`src/rtl/mem_ctrl_pkg.sv`:
```
// Shared types and constants for the memory access sequencer.
package mem_ctrl_pkg;

  typedef enum logic [1:0] {
    IDLE  = 2'd0,
    READ  = 2'd1,
    WRITE = 2'd2,
    DONE  = 2'd3
  } state_t;

  localparam int DEFAULT_MEM_LATENCY = 2;
  localparam logic [1:0] MEM_WORD_ALIGN_MASK = 2'b11;

  // A word access is misaligned when either low byte-address bit is set.
  function automatic logic is_misaligned(input logic [1:0] addr_lsb);
    return (addr_lsb & MEM_WORD_ALIGN_MASK) != 2'b00;
  endfunction

endpackage

```
`src/rtl/mem_access_ctrl_latency_counter.sv`:
```
// 4-bit clear/increment counter that flags when it reaches the read latency.
// The count saturates at 15 so it can never wrap back to a false match.
module latency_counter #(
  parameter int unsigned TERMINAL = 2
) (
  input  logic clock,
  input  logic reset,
  input  logic clear,
  input  logic incr,
  output logic match
);

  logic [3:0] cnt_q;
  logic [3:0] cnt_d;

  // Next count: clear wins over increment, increment stops at all-ones.
  always_comb begin
    cnt_d = cnt_q;
    if (clear) begin
      cnt_d = 4'd0;
    end else if (incr && (cnt_q != 4'hF)) begin
      cnt_d = cnt_q + 4'd1;
    end
  end

  // Count register, cleared by the active-low asynchronous reset.
  always_ff @(posedge clock or negedge reset) begin
    if (!reset) begin
      cnt_q <= 4'd0;
    end else begin
      cnt_q <= cnt_d;
    end
  end

  assign match = (cnt_q == TERMINAL[3:0]);

endmodule

```
`src/rtl/mem_access_ctrl.sv`:
```
// Multicycle load/store sequencer between the control unit and a synchronous
// word memory. One access at a time; reads wait out the memory latency and
// misaligned addresses complete immediately without touching memory.
module mem_access_ctrl
  import mem_ctrl_pkg::*;
#(
  parameter int unsigned ADDR_W      = 32,
  parameter int unsigned DATA_W      = 32,
  parameter int unsigned MEM_LATENCY = DEFAULT_MEM_LATENCY
) (
  input  logic              clock,
  input  logic              reset,
  input  logic              req,
  input  logic              we,
  input  logic [ADDR_W-1:0] addr,
  input  logic [DATA_W-1:0] wdata,
  output logic              ready,
  output logic              done,
  output logic              misalign,
  output logic [DATA_W-1:0] rdata,
  output logic [ADDR_W-1:0] mem_addr,
  output logic              mem_wr,
  output logic [DATA_W-1:0] mem_wdata,
  input  logic [DATA_W-1:0] mem_rdata
);

  state_t            state_q,    state_d;
  logic [ADDR_W-1:0] addr_q,     addr_d;
  logic              we_q,       we_d;
  logic [DATA_W-1:0] wdata_q,    wdata_d;
  logic              err_q,      err_d;
  logic [DATA_W-1:0] rdata_q,    rdata_d;
  logic              ready_q,    ready_d;
  logic              done_q,     done_d;
  logic              misalign_q, misalign_d;
  logic              mem_wr_q,   mem_wr_d;

  logic cnt_clear;
  logic cnt_incr;
  logic cnt_match;

  latency_counter #(
    .TERMINAL (MEM_LATENCY)
  ) u_latency_counter (
    .clock (clock),
    .reset (reset),
    .clear (cnt_clear),
    .incr  (cnt_incr),
    .match (cnt_match)
  );

  // Next-state and next-output logic; outputs are computed one cycle ahead
  // so that every handshake and memory strobe leaves the block registered.
  always_comb begin
    state_d    = state_q;
    addr_d     = addr_q;
    we_d       = we_q;
    wdata_d    = wdata_q;
    err_d      = err_q;
    rdata_d    = rdata_q;
    ready_d    = 1'b0;
    done_d     = 1'b0;
    misalign_d = 1'b0;
    mem_wr_d   = 1'b0;
    cnt_clear  = 1'b0;
    cnt_incr   = 1'b0;

    unique case (state_q)
      IDLE: begin
        ready_d = 1'b1;
        if (req && ready_q) begin
          addr_d    = addr;
          we_d      = we;
          wdata_d   = wdata;
          cnt_clear = 1'b1;
          ready_d   = 1'b0;
          if (is_misaligned(addr[1:0])) begin
            err_d      = 1'b1;
            state_d    = DONE;
            done_d     = 1'b1;
            misalign_d = 1'b1;
          end else if (we) begin
            state_d  = WRITE;
            mem_wr_d = 1'b1;
          end else begin
            state_d = READ;
          end
        end
      end

      READ: begin
        cnt_incr = ~cnt_match;
        if (cnt_match && !we_q) begin
          rdata_d    = mem_rdata;
          state_d    = DONE;
          done_d     = 1'b1;
          misalign_d = err_q;
        end
      end

      WRITE: begin
        state_d    = DONE;
        done_d     = 1'b1;
        misalign_d = err_q;
      end

      DONE: begin
        state_d = IDLE;
        err_d   = 1'b0;
        ready_d = 1'b1;
      end

      default: begin
        state_d = IDLE;
        ready_d = 1'b1;
      end
    endcase
  end

  // State, captured request and registered outputs; reset abandons any
  // access in flight and clears the held load result.
  always_ff @(posedge clock or negedge reset) begin
    if (!reset) begin
      state_q    <= IDLE;
      addr_q     <= '0;
      we_q       <= 1'b0;
      wdata_q    <= '0;
      err_q      <= 1'b0;
      rdata_q    <= '0;
      ready_q    <= 1'b1;
      done_q     <= 1'b0;
      misalign_q <= 1'b0;
      mem_wr_q   <= 1'b0;
    end else begin
      state_q    <= state_d;
      addr_q     <= addr_d;
      we_q       <= we_d;
      wdata_q    <= wdata_d;
      err_q      <= err_d;
      rdata_q    <= rdata_d;
      ready_q    <= ready_d;
      done_q     <= done_d;
      misalign_q <= misalign_d;
      mem_wr_q   <= mem_wr_d;
    end
  end

  assign ready     = ready_q;
  assign done      = done_q;
  assign misalign  = misalign_q;
  assign rdata     = rdata_q;
  assign mem_wr    = mem_wr_q;
  assign mem_addr  = addr_q;
  assign mem_wdata = wdata_q;

endmodule

```
`config.mk`:
```
export PLATFORM = sky130hd
export DESIGN_NAME = mem_access_ctrl
export DESIGN_NICKNAME = d
export VERILOG_FILES = /design/src/rtl/mem_ctrl_pkg.sv /design/src/rtl/mem_access_ctrl_latency_counter.sv /design/src/rtl/mem_access_ctrl.sv
export SDC_FILE = /design/constraint.sdc
export NUM_CORES = 1
export LEC_CHECK = 0
export BUFFER_PORTS_ARGS = -buffer_cell sky130_fd_sc_hd__buf_2
export CAP_MARGIN = 10
export CORE_MARGIN = 5
export CORE_UTILIZATION = 35
export DETAILED_ROUTE_END_ITERATION = 6
export SETUP_SLACK_MARGIN = 0.4
export SYNTH_ARGS = -nofsm -noshare
export SYNTH_HDL_FRONTEND = slang
export SYNTH_SLANG_ARGS = --single-unit
```
`constraint.sdc`:
```
create_clock -name clock -period 1.7 [get_ports clock]
set_input_delay 0.085 -clock clock [delete_from_list [all_inputs] [get_ports clock]]
set_output_delay 0.085 -clock clock [all_outputs]
set_load 0.005 [all_outputs]
```
; Word-level counts from Yosys, hierarchy flattened
; Cells that the tools add are included.
[op_classes]
addsub = 1
n_reduce_logical = 12
mux = 25
eq_ne = 8
n_bitwise = 1
[op_table]
columns = op, n
row1 = $mux 1, 14
row2 = $mux 2, 4
row3 = $mux 4, 2
row4 = $pmux 2 s4, 1
row5 = $ne 2x2->1 const B, 3
row6 = $pmux 1 s3, 2
row7 = $reduce_and 2->1, 3
row8 = $reduce_bool 2->1, 3
row9 = $add 4x1->4 const B, 1
row10 = $eq 2x2->1 const B, 2
row11 = $eq 4x2->1 const B, 1
row12 = $ne 4x4->1 const B, 1
row13 = $pmux 1 s2, 2
row14 = $logic_and 1x1->1, 3
row15 = $reduce_and 3->1, 1
row16 = $eq 2x1->1 const B, 1
row17 = $logic_not 2->1, 1
row18 = $logic_not 1->1, 1
row19 = $not 1->1, 1
[totals]
wordCells = 58
inputBits = 100
output_inout_bits = 100
regBits = 108

; Depth between registers and ports, before layout
[depth]
word_depth = 6
ltp_mapped = 9
ltp_nobuf = 5

; Hierarchy
; From an unflattened synthesis, not the netlist that was laid out.
[hier_totals]
cells_unflattened = 403
area_unflattened_um2 = 4416.7
[modules_own_cells]
columns = mod, cells_per_inst, instances, area_each_um2, seq_area_each_um2
row1 = mem_access_ctrl, 380, 1, 4165.2, 2603.7
row2 = latency_counter, 23, 1, 251.5, 100.1

; Least setup slack after synthesis
; No wires, ideal clock.
[synth_timing]
path_kind = register to register
from = register state_q[0]
to = register addr_q[17] (netlist: mem_addr[17])
t_required_ns = 1.583
slack_ns = 0.101
n_path_buf = 4
t_arrival_ns = 1.482
path_stages_with_launch = 10
path_cell_list = dfrtp_1 > inv_1 > ha_1 > buf_2 > and3_1 > clkbuf_1 > buf_2 > buf_2 > nand2_1 > nand2_1
[synth_via]
elab_chain_len = 2
[synth_rtl]
columns = element, line
row1 = start: declaration, mem_access_ctrl.sv:27  ; state_t state_q, state_d;
row2 = start signal: assignment, mem_access_ctrl.sv:135  ; state_q <= state_d;
row3 = $logic_not 2->1, mem_access_ctrl.sv:68  ; unique case (state_q)
row4 = $reduce_and 2->1 (no line), -
row5 = end signal: assignment, mem_access_ctrl.sv:136  ; addr_q <= addr_d;
row6 = end: declaration, mem_access_ctrl.sv:28  ; logic [ADDR_W-1:0] addr_q, addr_d;
; No other way between the ends.
; A chain may end at the register's enable or synchronous reset.

; Worst setup path after layout
[layout_timing]
from = register u_latency_counter.cnt_q[0]
to = register state_q[0]
[layout_via]
elab_chain_len = 4
[layout_rtl]
columns = element, line
row1 = start: declaration, mem_access_ctrl_latency_counter.sv:13  ; logic [3:0] cnt_q;
row2 = start signal: assignment, mem_access_ctrl_latency_counter.sv:31  ; cnt_q <= cnt_d;
row3 = $eq 4x2->1, mem_access_ctrl_latency_counter.sv:35  ; assign match = (cnt_q == TERMINAL[3:0]);
row4 = $logic_and 1x1->1, mem_access_ctrl.sv:93  ; if (cnt_match && !we_q) begin
row5 = $ne 2x2->1 (no line), -
row6 = $reduce_and 2->1 (no line), -
; No other way between the ends.

==> run summary <==
Overall routing resource usage -> 17.6%
Setup ws final -> 32.5 ps
Placed Area -> 5680 sq um
Die area -> 14,800 sq um
Total core area -> 12,100 sq um
Final min period -> 1670 ps
Critical setup path kind -> reg -> reg
Sequential fraction of the synthesis area -> 61.9%
Htree depth -> 3
Starting Density -> 36.1%
Finished layout cell area -> 8050 sq um
Max rail drop VDD -> 0.000586 V
Min-Delay Path Class -> in -> reg
Crit path max-delay family -> flip-flops
Crit end category -> flop
Post-DRT Antenna Nets -> 0
Vias in the first global route -> 4,167
Unrepaired setup endpoints after global routing -> true
Setup-failing EPs final -> 0
TritonCTS clock tree -> yes
CP bufs+invs -> 2
Count of final hold-check violations -> 0
Syn Nets -> 512
Post-synth top area share -> 61.3%
Worst-skew pair later-pin latency -> 350 ps
Setup WS pre-CTS -> 4.52 ps
Status -> complete, no violations
Slowest-stage cell, CP -> dfrtp_1
Ports -> 200
GRT overflow -> 0
DRT iter0 DRCs -> 160
Clock transition at the registers of the reported paths -> 70 ps
Startpoint Class -> flop
Cell taking the most area after synthesis -> dfrtp_1
FP Rows -> 40
WL/cell -> 16.2 microns
Flops & latches, synth -> 108
Filler instances -> 925
Most frequent cells after synthesis -> nand2_1, dfrtp_1, mux2_4
Post-synth ARST share -> 100%
Pre-antenna DRT Iters -> 4
CP Max Fanout -> 2
Static Leak -> 4.18 nW
EDFF count, synth -> 0
Power density over the cells -> 1530 nW/um^2
Synth top area cells -> dfrtp_1, nand2_1, mux2_4
Die Y -> 122 microns
Max incr delay on CP -> 400 ps
Die W -> 122 microns
Final period util -> 98.1%
Final nets -> 847
DR vias/cell -> 4.54
DP HPWL -> 8300 microns
Yosys warns -> 0
Slew headroom -> 77.6%
First-pass GRT wire length -> 20,800 microns
Final GP Congestion -> 0.752
Worst Path Arrival -> 1900 ps
Wirelength, routed -> 14,800 microns
Clock Skew -> 6.90 ps
Syn avg cell area -> 10.8 sq um
Share of post-route cells with drive strength above 1 -> 56.5%
Initial antenna violation count -> 0
Synth Cell Area -> 4370 sq um
Final Slew Violations -> 0
Antenna fix cells -> 0
Max Freq -> 600 MHz
Area Growth Syn to Fin -> 84.4%
Max Cap Viol -> 0
Max Buffers Root-to-Sink -> 2
Port Buffers -> 199
Fin Setup TNS -> 0 ps
Worst slew pin tran -> 335 ps
Most frequent cell after synthesis -> nand2_1
CP cell instances -> inv_2, ha_4, nor4b_4, buf_4, a2bb2oi_4, mux2_4
Synth Instances -> 405
Most used flip-flop cell after synthesis -> dfrtp_1
Netlist cell types -> 28
Via count -> 4,149
Critical Path RT -> 1940 ps
TritonCTS Sinks -> 108
Clock Tree Root -> clkbuf_16
CTS Buf Count -> 9
Final routed DRC violation total -> 0
Largest net degree at the start of global routing -> 58
-- routing by layer --
layer	track usage [%]	vias to the layer above	wire, microns
li1	-	1957	-
met2	31.3	137	7750
met1	20.7	2031	5930
met5	0	-	0
met3	3.67	24	775
met4	7.63	0	362
-- cells in the final DEF (no fill, tap or decap), drive strengths merged --
master	synthesis	final
a211oi	1	1
a21oi	4	4
a22oi	1	1
a2bb2oi	1	1
a31oi	2	2
and3	2	2
buf	8	241
bufinv	0	2
clkbuf	11	17
clkinv	0	2
dfrtp	107	107
dfstp	1	1
dlygate4sd3	0	97
ha	7	7
inv	8	8
mux2	34	34
mux2i	2	2
nand2	198	198
nand2b	2	2
nand3	2	2
nand4	1	1
nor2	4	4
nor3	2	2
nor4b	1	1
o211ai	1	1
o21ai	3	3
o22ai	1	1
o311ai	1	1
-- power by group --
group	switching (mW)	internal (mW)
clock	0.925	1.41
sequential	0.983	3.78
combinational	2.15	3.04
-- state kept, by name, indices dropped and copies added, names as in the netlist --
| register | flops |
|---|---|
| rdata | 32 |
| state_q | 2 |
| mem_addr | 32 |
| misalign | 1 |
| ready | 1 |
| we_q | 1 |
| u_latency_counter.cnt_q | 4 |
| mem_wr | 1 |
| mem_wdata | 32 |
| err_q | 1 |
| done | 1 |
-- path summary, 6_finish.rpt --
path                                                        start                   endpoint  slack [ps]  depth (start not counted)
setup / recovery           u_latency_counter.cnt_q[0]$_DFFE_PN0P_     state_q[0]$_DFFE_PN0P_          30                          6
hold / removal                                                 we           we_q$_DFFE_PN0P_          40                          3
setup reg to reg           u_latency_counter.cnt_q[0]$_DFFE_PN0P_     state_q[0]$_DFFE_PN0P_          30                          6
hold reg to reg                         mem_wdata[27]$_DFFE_PN0P_  mem_wdata[27]$_DFFE_PN0P_         480                          2
max in group asynchronous                                   reset            ready$_DFF_PN1_         890                          3
min in group asynchronous                                   reset       rdata[7]$_DFFE_PN0P_         170                          2
-- worst reg2reg max path: cells and delay by family, from the launching register on --
family / cells / cell delay [ps]
flip-flops: 1 / 400
buffers and inverters: 2 / 270
AO/OA/AOI/OAI: 1 / 170
adder cells (fa/ha/maj): 1 / 120
multiplexers: 1 / 310
AND/OR/NAND/NOR: 1 / 280
-- final cells by class --
| type | count | area [sq um] | share of cell area [%] |
|---|---|---|---|
| clock buffer | 12 | 267 | 3.31 |
| clock inverter | 4 | 70.1 | 0.870 |
| inverter | 8 | 30.0 | 0.373 |
| multi-input combinational | 270 | 2150 | 26.7 |
| sequential | 108 | 2710 | 33.6 |
| tap | 168 | 210 | 2.61 |
| timing repair buffer | 343 | 2620 | 32.5 |
-- cells by family after synthesis --
group / synth area share (%)
simple gates: 19.1
flops: 61.9
mux: 11.8
buf+inv: 2.98
compound gates: 2.15
fa+ha+maj: 2.01
-- repair_timing --
action | CTS | global route
resized for setup | 11 | 179
pin swaps | 4 | 97
cloned | 1 | 7
endpoints found under the hold margin | 203 | 0
buffers inserted | 5 | 18
hold buffers | 97 | 0
endpoints found under the setup margin | 107 | 107
-- stage by stage --
stage | hold slack (ps) | utilization, % | power, mW | instances
global route | 49.6 | 66.5 | 13.0 | 913
finish | 41.0 | 66.5 | 12.3 | 913
CTS | 11.8 | 58.6 | 10.9 | 888
detailed placement | -11.8 | 46.9 | 8.12 | 769
floorplan | -211 | - | 6.33 | 405
global placement | -17.7 | 46.9 | 7.97 | 769
No activity file was read; power rests on OpenSTA's default activity.
